[src/rtl/multi_cycle_pkg.sv]
// Purpose : shared state encodings, opcode constants and stack-op codes for
//           the multi-cycle controller.
// Latency : n/a (declarations only). Backpressure: n/a.
package multi_cycle_pkg;

  typedef enum logic [2:0] {
    ST_FETCH  = 3'd0,
    ST_DECODE = 3'd1,
    ST_EXEC   = 3'd2,
    ST_MEM    = 3'd3,
    ST_WB     = 3'd4,
    ST_FAULT  = 3'd5
  } state_e;

  // Opcodes 0xxx are ALU operations, aluOp = ir_1[2:0].
  localparam logic [3:0] OP_LOAD   = 4'b1000;
  localparam logic [3:0] OP_STORE  = 4'b1001;
  localparam logic [3:0] OP_BRANCH = 4'b1010;
  localparam logic [3:0] OP_JUMP   = 4'b1011;
  localparam logic [3:0] OP_PUSH   = 4'b1100;
  localparam logic [3:0] OP_POP    = 4'b1101;
  localparam logic [3:0] OP_CALL   = 4'b1110;
  localparam logic [3:0] OP_RET    = 4'b1111;

  localparam logic [1:0] PP_NONE = 2'b00;
  localparam logic [1:0] PP_PUSH = 2'b01;
  localparam logic [1:0] PP_POP  = 2'b10;

endpackage

[src/rtl/stack_depth_guard.sv]
// Purpose : tracks datapath stack occupancy (0..STACK_DEPTH) and flags an
//           overflowing push or underflowing pop in the same cycle.
// Latency : fault_o is combinational; depth updates on the next edge.
// Ports   : clk_i, reset_i (sync, active-high), push_i / pop_i (stack op in
//           EXEC this cycle), fault_o (this op would over/underflow).
module stack_depth_guard #(
  parameter int STACK_DEPTH = 8
) (
  input  logic clk_i,
  input  logic reset_i,
  input  logic push_i,
  input  logic pop_i,
  output logic fault_o
);

  localparam int DW = $clog2(STACK_DEPTH + 1);
  localparam logic [DW-1:0] DEPTH_MAX = DW'(STACK_DEPTH);

  logic [DW-1:0] depth_q, depth_d;

  always_comb begin
    depth_d = depth_q;
    fault_o = (push_i && (depth_q == DEPTH_MAX)) ||
              (pop_i  && (depth_q == '0));
    // A faulting op is not executed, so the count is left untouched.
    if (!fault_o) begin
      if (push_i) begin
        depth_d = depth_q + 1'b1;
      end else if (pop_i) begin
        depth_d = depth_q - 1'b1;
      end
    end
  end

  always_ff @(posedge clk_i) begin
    if (reset_i) begin
      depth_q <= '0;
    end else begin
      depth_q <= depth_d;
    end
  end

endmodule

[src/rtl/multi_cycle_controller.sv]
// Purpose : FETCH/DECODE/EXEC/MEM/WB control FSM driving datapath strobes,
//           PC and IR load enables from the IR opcode fields.
// Latency : ALU/store/pop 4 cycles, load 5, branch/jump/push/call/return 3.
// Backpressure: mem_ready=0 holds FETCH or MEM with memReq held high.
// Ports   : clk, reset (sync, active-high); ir_1/ir_2/ir_3 IR fields, flags
//           {v,c,n,z}, mem_ready; datapath strobes out, state (debug), fault.
// Option  : define STACK_GUARD_EN to add stack depth checking and the sticky
//           FAULT state; otherwise fault is tied to 0.
module multi_cycle_controller
  import multi_cycle_pkg::*;
#(
  parameter int STACK_DEPTH = 8
) (
  input  logic       clk,
  input  logic       reset,
  input  logic [3:0] ir_1,
  input  logic [1:0] ir_2,
  input  logic [1:0] ir_3,
  input  logic [3:0] flags,
  input  logic       mem_ready,
  output logic [2:0] aluOp,
  output logic       memReq,
  output logic       memReadWrite,
  output logic       irLoad,
  output logic       pcLoad,
  output logic       branch,
  output logic       regLoad,
  output logic [1:0] muxPP,
  output logic       muxpush,
  output logic       muxreturn,
  output logic       intisCond,
  output logic       intisLoad,
  output logic [2:0] state,
  output logic       fault
);

  state_e state_q, state_d;
  logic   guard_fault;

  // The register field goes straight to the datapath.
  logic [1:0] unused_ir_3;
  assign unused_ir_3 = ir_3;

`ifdef STACK_GUARD_EN
  logic push_exec, pop_exec;
  assign push_exec = (state_q == ST_EXEC) && ((ir_1 == OP_PUSH) || (ir_1 == OP_CALL));
  assign pop_exec  = (state_q == ST_EXEC) && ((ir_1 == OP_POP)  || (ir_1 == OP_RET));

  stack_depth_guard #(
    .STACK_DEPTH(STACK_DEPTH)
  ) u_stack_depth_guard (
    .clk_i  (clk),
    .reset_i(reset),
    .push_i (push_exec),
    .pop_i  (pop_exec),
    .fault_o(guard_fault)
  );
`else
  localparam int unused_stack_depth = STACK_DEPTH;
  assign guard_fault = 1'b0;
`endif

  always_ff @(posedge clk) begin
    if (reset) begin
      state_q <= ST_FETCH;
    end else begin
      state_q <= state_d;
    end
  end

  always_comb begin
    state_d      = state_q;
    aluOp        = 3'b000;
    memReq       = 1'b0;
    memReadWrite = 1'b0;
    irLoad       = 1'b0;
    pcLoad       = 1'b0;
    branch       = 1'b0;
    regLoad      = 1'b0;
    muxPP        = PP_NONE;
    muxpush      = 1'b0;
    muxreturn    = 1'b0;
    intisCond    = 1'b0;
    intisLoad    = 1'b0;
    fault        = 1'b0;
    state        = state_q;

    unique case (state_q)
      ST_FETCH: begin
        memReq = 1'b1;
        if (mem_ready) begin
          irLoad  = 1'b1;
          pcLoad  = 1'b1;
          state_d = ST_DECODE;
        end
      end
      ST_DECODE: state_d = ST_EXEC;
      ST_EXEC: begin
        if (!ir_1[3]) begin
          aluOp   = ir_1[2:0];
          state_d = ST_WB;
        end else if (guard_fault) begin
          // Stack strobes are suppressed so the datapath is left intact.
          state_d = ST_FAULT;
        end else begin
          state_d = ST_FETCH;
          case (ir_1)
            OP_LOAD, OP_STORE: state_d = ST_MEM;  // aluOp 000 forms the address
            OP_BRANCH: begin
              branch = flags[ir_2];
              pcLoad = flags[ir_2];
            end
            OP_JUMP: begin
              branch = 1'b1;
              pcLoad = 1'b1;
            end
            OP_PUSH: muxPP = PP_PUSH;
            OP_POP: begin
              muxPP   = PP_POP;
              state_d = ST_WB;
            end
            OP_CALL: begin
              muxPP   = PP_PUSH;
              muxpush = 1'b1;
              branch  = 1'b1;
              pcLoad  = 1'b1;
            end
            OP_RET: begin
              muxPP     = PP_POP;
              muxreturn = 1'b1;
              pcLoad    = 1'b1;
            end
            default: state_d = ST_FETCH;
          endcase
        end
      end
      ST_MEM: begin
        memReq       = 1'b1;
        memReadWrite = (ir_1 == OP_STORE);
        if (mem_ready) begin
          state_d = (ir_1 == OP_STORE) ? ST_FETCH : ST_WB;
        end
      end
      ST_WB: begin
        regLoad = 1'b1;
        state_d = ST_FETCH;
      end
      ST_FAULT: begin
`ifdef STACK_GUARD_EN
        fault = 1'b1;
`endif
        state_d = ST_FAULT;
      end
      default: state_d = ST_FETCH;
    endcase

    // Instruction-type flags are meaningful once the IR holds the new opcode.
    if ((state_q == ST_DECODE) || (state_q == ST_EXEC) ||
        (state_q == ST_MEM) || (state_q == ST_WB)) begin
      intisCond = (ir_1 == OP_BRANCH);
      intisLoad = (ir_1 == OP_LOAD);
    end

    if (reset) begin
      aluOp        = 3'b000;
      memReq       = 1'b0;
      memReadWrite = 1'b0;
      irLoad       = 1'b0;
      pcLoad       = 1'b0;
      branch       = 1'b0;
      regLoad      = 1'b0;
      muxPP        = PP_NONE;
      muxpush      = 1'b0;
      muxreturn    = 1'b0;
      intisCond    = 1'b0;
      intisLoad    = 1'b0;
      fault        = 1'b0;
      state        = 3'b000;
    end
  end

endmodule
[config.mk]
export PLATFORM = sky130hd
export DESIGN_NAME = multi_cycle_controller
export DESIGN_NICKNAME = d
export VERILOG_FILES = /design/src/rtl/multi_cycle_pkg.sv /design/src/rtl/stack_depth_guard.sv /design/src/rtl/multi_cycle_controller.sv
export SDC_FILE = /design/constraint.sdc
export NUM_CORES = 1
export LEC_CHECK = 0
export CAP_MARGIN = 30
export CORE_MARGIN = 2
export CORE_UTILIZATION = 30
export DETAILED_ROUTE_END_ITERATION = 10
export GPL_TIMING_DRIVEN = 0
export HOLD_SLACK_MARGIN = 0.1
export PLACE_DENSITY = 0.74
export SLEW_MARGIN = 20
export SYNTH_ARGS = -nofsm -noshare
export SYNTH_HDL_FRONTEND = slang
export SYNTH_SLANG_ARGS = --single-unit
[constraint.sdc]
create_clock -name clk -period 1.32 [get_ports clk]
set_clock_uncertainty 0.15 [all_clocks]
set_input_delay 0.198 -clock clk [delete_from_list [all_inputs] [get_ports clk]]
set_output_delay 0.198 -clock clk [all_outputs]
set_load 0.01 [all_outputs]
-- Yosys cells after proc, flatten, opt, wreduce, memory -nomap -nowiden
Cells that the tools add are included.
- $add $sub $neg: 0
- $mul: 0
- div/mod/pow operators: 0
- magnitude comparators: 1
- equal/unequal tests: 15
- shifts and indexed selects: 0
- multiplexer cells: 45
- bitwise operators: 0
- reductions and logical operators: 11
- operator list (kind ; number):
    == test 4 bit, second input constant ; 8
    two-way mux 1 bit ; 27
    two-way mux 3 bit ; 8
    one-hot mux 3 bit (5 select lines) ; 1
    OR reduction 2 bit ; 5
    == test 3 x 2 -> 1 bit, second input constant ; 2
    == test 3 bit, second input constant ; 2
    two-way mux 2 bit ; 3
    one-hot mux 1 bit (2 select lines) ; 3
    one-hot mux 3 bit (2 select lines) ; 1
    inequality test 2 bit, second input constant ; 2
    one-hot mux 2 bit (2 select lines) ; 1
    == test 3 x 1 -> 1 bit, second input constant ; 1
    zero test 3 bit ; 1
    logical OR 1 bit ; 3
    < comparator 2 x 3 -> 1 bit, second input constant ; 1
    OR reduction 3 bit ; 1
    binary-select mux 1 bit (select 2 bit) ; 1
    AND reduction 2 bit ; 1
- flip-flop bits (word level): 3
- latch bits: 0
- bits in writable memories: 0
- memory bits (read-only): 0
- input bits: 15
- output and inout port bits: 19
- logic and storage cells: 73
- memories kept: 0

-- Depth between registers and ports, before layout
Gate-level depths: netlist of the first run.
- word-level depth: 6
- gate-level depth with buffers: 4
- mapped depth without buffers: 3

-- Least setup slack after synthesis of the first run
OpenSTA, ideal clock, no wires.
- path type: flip-flop to output port
- start point: reg state_q[2]
- end point: out branch
- data arrival time: 1.257 ns
- data required time: 0.972 ns
- setup slack: -0.285 ns
- cell stages (with the launch flop): 5
- path buffers: 1
- cells stage by stage: dfxtp_1 -> buf_6 -> nor4b_2 -> nand3_1 -> nor3b_1
- cells in the longest elaborated chain, start to end: 3
- RTL lines (item ; RTL line ; text):
    start, declared ; multi_cycle_controller.sv:37 ; state_e state_q, state_d;
    start signal, assigned ; multi_cycle_controller.sv:67 ; state_q <= state_d;
    == test 3 x 2 -> 1 bit ; multi_cycle_controller.sv:88 ; unique case (state_q)
    two-way mux 1 bit ; multi_cycle_controller.sv:88 ;
    two-way mux 1 bit ; multi_cycle_controller.sv:164 ; if (reset) begin
    end, declared ; multi_cycle_controller.sv:26 ; output logic branch,
Every way passes these cells.

-- Worst setup path in the final report of the first run
- start point: reg state_q[2]
- end point: out aluOp[1]
- cells in the longest elaborated chain, start to end: 3
- RTL lines (item ; RTL line ; text):
    == test 3 x 2 -> 1 bit ; multi_cycle_controller.sv:88 ;
    two-way mux 3 bit ; multi_cycle_controller.sv:88 ;
    two-way mux 3 bit ; multi_cycle_controller.sv:164 ;
    end, declared ; multi_cycle_controller.sv:21 ; output logic [2:0] aluOp,
Every way passes these cells.

==> results of run 1 <==
-- per-layer routing --
layer | part of all wire [%] | vias to the layer above
met3 | 6.0 | 2
met1 | 44 | 318
met5 | 0 | -
met2 | 49 | 30
li1 | - | 335
met4 | 0.91 | 0
-- layout by cell type, fill, tap and decap left out, types with 2 or more instances in the layout --
| master | Yosys | routed |
|---|---|---|
| sky130_fd_sc_hd__nor4_4 | 0 | 3 |
| sky130_fd_sc_hd__nor4b_4 | 0 | 2 |
| sky130_fd_sc_hd__buf_6 | 2 | 19 |
| sky130_fd_sc_hd__nor2_4 | 0 | 2 |
| sky130_fd_sc_hd__dfxtp_4 | 0 | 2 |
| sky130_fd_sc_hd__dlygate4sd2_1 | 0 | 2 |
| sky130_fd_sc_hd__mux2i_1 | 3 | 3 |
| sky130_fd_sc_hd__buf_2 | 2 | 15 |
| sky130_fd_sc_hd__nand3_2 | 0 | 2 |
| sky130_fd_sc_hd__clkbuf_4 | 1 | 3 |
| sky130_fd_sc_hd__nor2b_4 | 0 | 3 |
| sky130_fd_sc_hd__nand2_2 | 0 | 2 |
| sky130_fd_sc_hd__nor2b_1 | 6 | 3 |
| sky130_fd_sc_hd__o21ai_2 | 0 | 2 |
| sky130_fd_sc_hd__nor3_1 | 4 | 3 |
| sky130_fd_sc_hd__nor2_2 | 0 | 2 |
| sky130_fd_sc_hd__nand2b_1 | 3 | 3 |
| sky130_fd_sc_hd__clkdlybuf4s50_1 | 0 | 8 |
| sky130_fd_sc_hd__nor3_2 | 1 | 2 |
| sky130_fd_sc_hd__buf_4 | 1 | 10 |
| sky130_fd_sc_hd__nand2_1 | 4 | 2 |
| sky130_fd_sc_hd__buf_8 | 0 | 3 |
| sky130_fd_sc_hd__and2_4 | 0 | 2 |
-- cell type report --
class                           instances  area (um2)
Buffer                                  7        68.8
Tap cell                               16        20.0
Fill cell                             106         325
Clock buffer                            4        26.3
Sequential cell                         3        68.8
Timing Repair Buffer                   51         452
Inverter                                1        6.26
Multi-Input combinational cell         52         522
-- cells by family after synthesis --
kind of cell	after synthesis	synth area share (%)
AND/OR/NAND/NOR	39	54.6
AO/OA/AOI/OAI	8	12.1
buffers and inverters	8	11.6
multiplexers	3	6.33
flip-flops	3	12.7
XOR/XNOR	1	1.85
other	1	0.791
-- stage by stage --
stage / area (um2) / utilization, %
after floorplan: 544 / -
after global placement: 845 / 56.7
after detailed placement: 845 / 56.7
after CTS: 980 / 65.8
after global routing: 1160 / 78.2
final: 1160 / 78.2
-- final timing paths --
path	slack, ns	start	end
setup reg to reg	-0.29	state_q[1]	state_q[0]
hold reg to reg	0.35	state_q[2]	state_q[1]
setup / recovery	-0.71	state_q[2]	aluOp[1]
hold / removal	0.35	state_q[2]	state_q[1]
-- critical path, stage by stage, from the launching register on --
cell,delay (ns)
sky130_fd_sc_hd__dfxtp_2,0.31
sky130_fd_sc_hd__buf_6,0.12
sky130_fd_sc_hd__nor4b_4,0.36
sky130_fd_sc_hd__buf_4,0.18
sky130_fd_sc_hd__nor2b_4,0.14
sky130_fd_sc_hd__buf_6,0.10
sky130_fd_sc_hd__and2_4,0.13
sky130_fd_sc_hd__buf_6,0.09
-- what timing repair did --
item                                    CTS  global route
pin swaps                                 6             6
endpoints found under the hold margin     0             0
gates cloned                              0             0
buffers inserted                         15             8
gates resized for setup                  95            30
endpoints found under the setup margin   21            21
-- where the power goes --
part	internal [mW]	leakage [nW]	switching, mW
logic	0.149	0.450	0.128
clock network	0.114	0.0150	0.0576
registers	0.0951	0.0264	0.00784
==> results summary, run 1 <==
The flow ran to the end, but the final reports show violations. The final reports fail on negative setup slack. The register area share after synthesis is 12.7%. The tree built by TritonCTS fans out to 3 sinks. The first routing iteration left 8 violations. In the synthesized netlist the dominant register cell turns out to be sky130_fd_sc_hd__dfxtp_1. sky130_fd_sc_hd__nor2b_1 is the most common cell in the netlist.

Sorting the synthesized cells by how often they occur yields 6 x sky130_fd_sc_hd__nor2b_1, 5 x sky130_fd_sc_hd__nor2_1, 4 x sky130_fd_sc_hd__nand2_1, 4 x sky130_fd_sc_hd__nor3_1. In the routed layout, each cell is associated on average with a via count of 5.11. In the post-synthesis netlist, the biggest area contributors are sky130_fd_sc_hd__dfxtp_1 13%, sky130_fd_sc_hd__nor2b_1 7.9%, sky130_fd_sc_hd__mux2i_1 6.3%.

The floorplan die width is 43.8 um. The share of Yosys cell area claimed by the top area cell type came out at 12.7%. Summed over all instances, the cell type with the most area after synthesis is sky130_fd_sc_hd__dfxtp_1.

The placement row count came out at 14. The clock latency reported for the late side of the worst-skew pair is 0.24 ns. In this run the remaining antenna-violating nets after routing total 0.

The number of optimization iterations in the first detailed-route pass is 4. The top register by number of flip-flops is state_q. The number of setup violations in the final report is 21. For met1 alone, demand over resource in global routing was 23.0%. The initial antenna violation count was 0. The cell count after placement is 107.

The net count of the mapped netlist came out at 78. The sum of negative setup slack came out at -10.0 ns. Cells with a size suffix above 1 make up 70.3% of the layout. The height of the chip is 43.8 um. The flip-flop count of the largest register, all copies and words added is 3. The met2 track utilization from global routing is 33.2%. After layout, the worst setup slack is -0.705 ns. Counting flops and latches in the post-synthesis netlist gives 3. The clock transition at the registers of the reported paths came out at 0.04 ns. The worst hold path passes through 2 cells. On the final layout, the worst hold slack is 0.355 ns. The share of synthesized flip-flops with an asynchronous set or reset came out at 0%. The count of synthesis-stage warnings from yosys is 0. The cell area after technology mapping is 474 um2. The total half-perimeter wirelength after legalization and detailed placement is 1000 um.

The total power per unit cell area is 474 mW/mm2. The maximum root-to-sink buffer count is 2. The finished layout holds 134 standard cells, fillers aside. The number of maximum-capacitance constraint violations is 0. For the worst setup path, the data required time is 0.97 ns. 0 antenna diodes ended up in the layout. The final number of max-transition violations is 0. The starting density of the core came out at 31.8%. The maximum net fanout on the critical path is 3.

The first global-routing pass estimated 2770 um of wire. Port buffering added 28 buffers. The remaining global-route overflow is 0. Setup repair after global routing could not meet its margin everywhere. The number of buffers inserted during clock tree synthesis is 3.

The core box area is 0.00149 mm2. Clock tree synthesis selected as its root buffer the cell sky130_fd_sc_hd__clkbuf_4. The via count of the first global-routing pass came out at 612. The largest registers in the layout are state_q: 3 flops. CTS built an H-tree with a depth of 1. Synthesis produced a netlist whose cell count is 63. The DRC violation count after routing came out at 0. The global placement routability congestion is 0.742. The most used routing layer is met2. The total wire length after detailed routing came out at 2080 um. The count of vias placed by the detailed router came out at 685. The post-route minimum period came out at 2.03 ns. The maximum operating frequency came out at 494 MHz. After clock tree synthesis, the flow added hold-fix buffers numbering 0.

The mean area per synthesized cell came out at 7.53 um2. The number of top-level pins is 34. The CTS tree is done.

The hold violation total from the final report is 0. The maximum resistive drop on vdd is 0.416 mV. The number of nets at the end of the flow came out at 134.

Entering global routing, the biggest net connects 11 pins. The path class of the tightest hold or removal check is reg2reg. The worst register-to-register path has a depth of 6. Yosys mapped the design onto 34 distinct sky130hd cell types. The number of enable-type register cells in the synthesized netlist is 0. The setup path with the least slack is of type reg2out. The leakage power summed over all cells is 0.492 nW. The relative area change from synthesis to final layout came out at 145%. The overall fraction of global-route tracks in use is 19.3%.

The arrival time at the worst endpoint came out at 1.68 ns. STA classifies the critical path startpoint as a flip-flop. The final cycle utilization of the critical path came out at 153%. The worst setup path is captured at a primary output. Timing analysis after detailed placement gives a worst setup slack of -1.14 ns.

The die footprint came out at 0.00191 mm2. Dividing the detail-routed wire length by the instance count gives 15.5 um. For met3 alone, demand over resource in global routing was 5.83%. The power after layout is 0.551 mW.
No activity file was read; power rests on OpenSTA's default activity.
==> run 2: changes to the inputs <==
- REMOVE_ABC_BUFFERS: unset -> 1
==> run 2 against run 1 <==
Compared with the run above: the run still ends with negative setup slack left; worst hold slack gained 0.026 ns; critical path depth decreased by 3; global-route usage down 0.085 points; cell count down 10%; flip-flop and latch count unchanged; die area did not move.
==> results summary, run 2 (synthesis results as in run 1) <==
The class of the worst hold path is in2reg. The die footprint is 0.00191 mm2 (unchanged). The final cycle utilization of the critical path came to 136% (-18 points). The post-route minimum period is 1.79 ns (-0.234 ns). The final antenna-violating net count is 0 (unchanged). The total wire length after detailed routing is 1770 um (-15%). The via count of the first global-routing pass came out at 633 (+3.4%). TritonCTS built the clock tree. The final hold slack came to 0.381 ns (+0.0259 ns). The worst min-delay path endpoint is state_q[1]. The total half-perimeter wirelength after legalization and detailed placement came to 936 um (-6.8%). The most common cell after layout, fill and taps aside is sky130_fd_sc_hd__buf_2. The count of buffers inserted at the top-level ports is 30 (+7.1%). The largest net degree at the start of global routing was 12 (+1). The final critical-path setup slack was -0.472 ns (+0.234 ns). The met2 track utilization from global routing is 33.8% (+0.59 points). In this run the most critical hold path is launched from reset. The H-tree depth reported by CTS was 1 (unchanged). The average wire length per cell after detail routing is 14.7 um (-5.3%). The register with the most flip-flops in the final layout is state_q. The biggest cell delay along the critical path came out at 0.37 ns (about the same). The height of the chip is 43.8 um (unchanged). The number of buffers inserted during clock tree synthesis came out at 3 (unchanged).

The largest registers in the layout are state_q: 3 flops. The overall fraction of global-route tracks in use is 19.2% (-0.085 points). The count of vias placed by the detailed router is 638 (-6.9%).

The final number of max-transition violations came out at 0 (unchanged). Setup repair after global routing could not meet its margin everywhere. The internal reg-to-reg setup slack came out at -0.18 ns (+0.11 ns). The average vias per placed instance is 5.32 (+4.0%). The worst setup path is launched from a flip-flop. By startpoint and endpoint, the worst setup path is classified as reg2out. The global placement routability congestion is 0.794 (+7.1%). The share of layout cells above drive strength 1 is 59.6% (-11 points). The worst reg-to-reg path cell count came out at 5 (-1).

The relative area change from synthesis to final layout is 96.0%. The met1 routing resource usage after global routing came out at 22.2% (-0.76 points). The fraction of the core area covered by cells at the end of the flow is 62.4% (-16 points). The critical path depth in cells came to 4 (-3).

The most used routing layer is met2. The count of inserted antenna diode cells came out at 0 (unchanged). The clock transition at the registers of the reported paths is 0.04 ns (about the same). The total non-filler cell area in the finished layout came out at 930 um2 (-20%). The endpoint identified for the worst register-to-register timing path is state_q[2].

The DRC violation count after routing is 0 (unchanged). The number of maximum-capacitance constraint violations was 0 (unchanged). The floorplan die width is 43.8 um (unchanged). The data required time of the critical path is 0.97 ns (about the same). The remaining global-route overflow is 0 (unchanged). For this design, the slowest cell found on the critical path is sky130_fd_sc_hd__dfxtp_4. Clock tree synthesis selected as its root buffer the cell sky130_fd_sc_hd__clkbuf_4. The number of cells on the worst hold path is 2 (unchanged).

Leaving out fill and tap cells, the most frequent cells in the layout are 16 x sky130_fd_sc_hd__buf_2, 11 x sky130_fd_sc_hd__buf_4, 7 x sky130_fd_sc_hd__clkdlybuf4s50_1. The core box area was 0.00149 mm2 (unchanged). The run finished, with violations left.

The initial antenna violation count is 0 (unchanged). The number of setup violations in the final report is 19 (-9.5%). The sum of negative setup slack came out at -6.50 ns (+3.50 ns).

The global-route track usage on met3 is 4.17% (-1.7 points). The arrival time at the worst endpoint was 1.44 ns (-0.24 ns). The number of optimization iterations in the first detailed-route pass is 2 (-2). The total power per unit cell area is 519 mW/mm2 (+9.4%). The flip-flop count of the largest register, all copies and words added is 3 (unchanged). The maximum net fanout on the critical path came to 6 (+3). The maximum resistive drop on vdd was 0.359 mV (-14%). The number of top-level pins came out at 34 (unchanged). The starting density of the core is 31.8% (unchanged). The clock latency reported for the late side of the worst-skew pair is 0.23 ns (about the same).

The violation count after the first detailed-route iteration came out at 3 (-5). The count of clock tree sinks is 3 (unchanged). The maximum root-to-sink buffer count is 2 (unchanged).

The maximum operating frequency is 558 MHz (+13%). The leakage power summed over all cells came out at 0.397 nW (-19%). STA classifies the critical path endpoint as a primary output. The number of buffers and inverters on the critical path came to 1 (-3). The worst register-to-register path begins at state_q[0]. The hold violation total from the final report came out at 0 (unchanged). The global-route wire length before repair came out at 2820 um (+1.8%).

The critical path's top delay family is simple AND/OR/NAND/NOR gates. The total placed instance area came out at 743 um2 (-12%). The final reports fail on negative setup slack.

The number of nets at the end of the flow came out at 120 (-10%). Traced cell by cell, the critical path runs through nor4b_4, nand3_2, nor3b_2, buf_2. The placement row count came out at 14 (unchanged).
==> run 2: report_power, final <==
part           total [mW]  internal [mW]  switching, mW
clock               0.155          0.113         0.0422
combinational       0.222          0.118          0.104
sequential          0.105         0.0937         0.0110
==> run 2: metal layers <==
layer / wire length (um) / vias to the layer above
met5: 0 / -
met1: 737 / 311
li1: - / 305
met3: 84 / 2
met4: 22 / 0
met2: 922 / 20
==> run 2: cell type report <==
class / count / area [um2]
Fill cell: 117 / 559
Multi-Input combinational cell: 52 / 470
Timing Repair Buffer: 44 / 335
Sequential cell: 3 / 71.3
Clock buffer: 4 / 26.3
Tap cell: 16 / 20.0
Inverter: 1 / 6.26
==> run 2: worst max path at each step <==
stage / startpoint / to / slack (ns)
finish: state_q[0] / branch / -0.47
global route: state_q[0] / branch / -0.54
CTS: state_q[1] / intisCond / -0.45
detailed placement: reset / branch / -1.22
global placement: reset / branch / -1.21
floorplan: state_q[1] / branch / -0.33
==> run 2: timing repair <==
item,in CTS,in global routing
hold endpoints to repair,0,0
endpoints found under the setup margin,21,21
hold buffers,0,0
setup buffers,14,0
pin swaps,13,5
resized for setup,104,13
==> run 2: per-stage QoR <==
stage	setup WS (ns)	std cells	power (mW)
floorplan	-0.333	56	0.173
global placement	-1.21	102	0.259
detailed placement	-1.22	102	0.262
CTS	-0.448	120	0.466
global route	-0.536	120	0.510
finish	-0.472	120	0.482
==> run 2: worst register-to-register path, delay by kind of cell (launching register included) <==
kind	cells	cell delay, ns
AO/OA/AOI/OAI	2	0.46
flip-flops	1	0.37
buffers and inverters	2	0.28
AND/OR/NAND/NOR	1	0.14
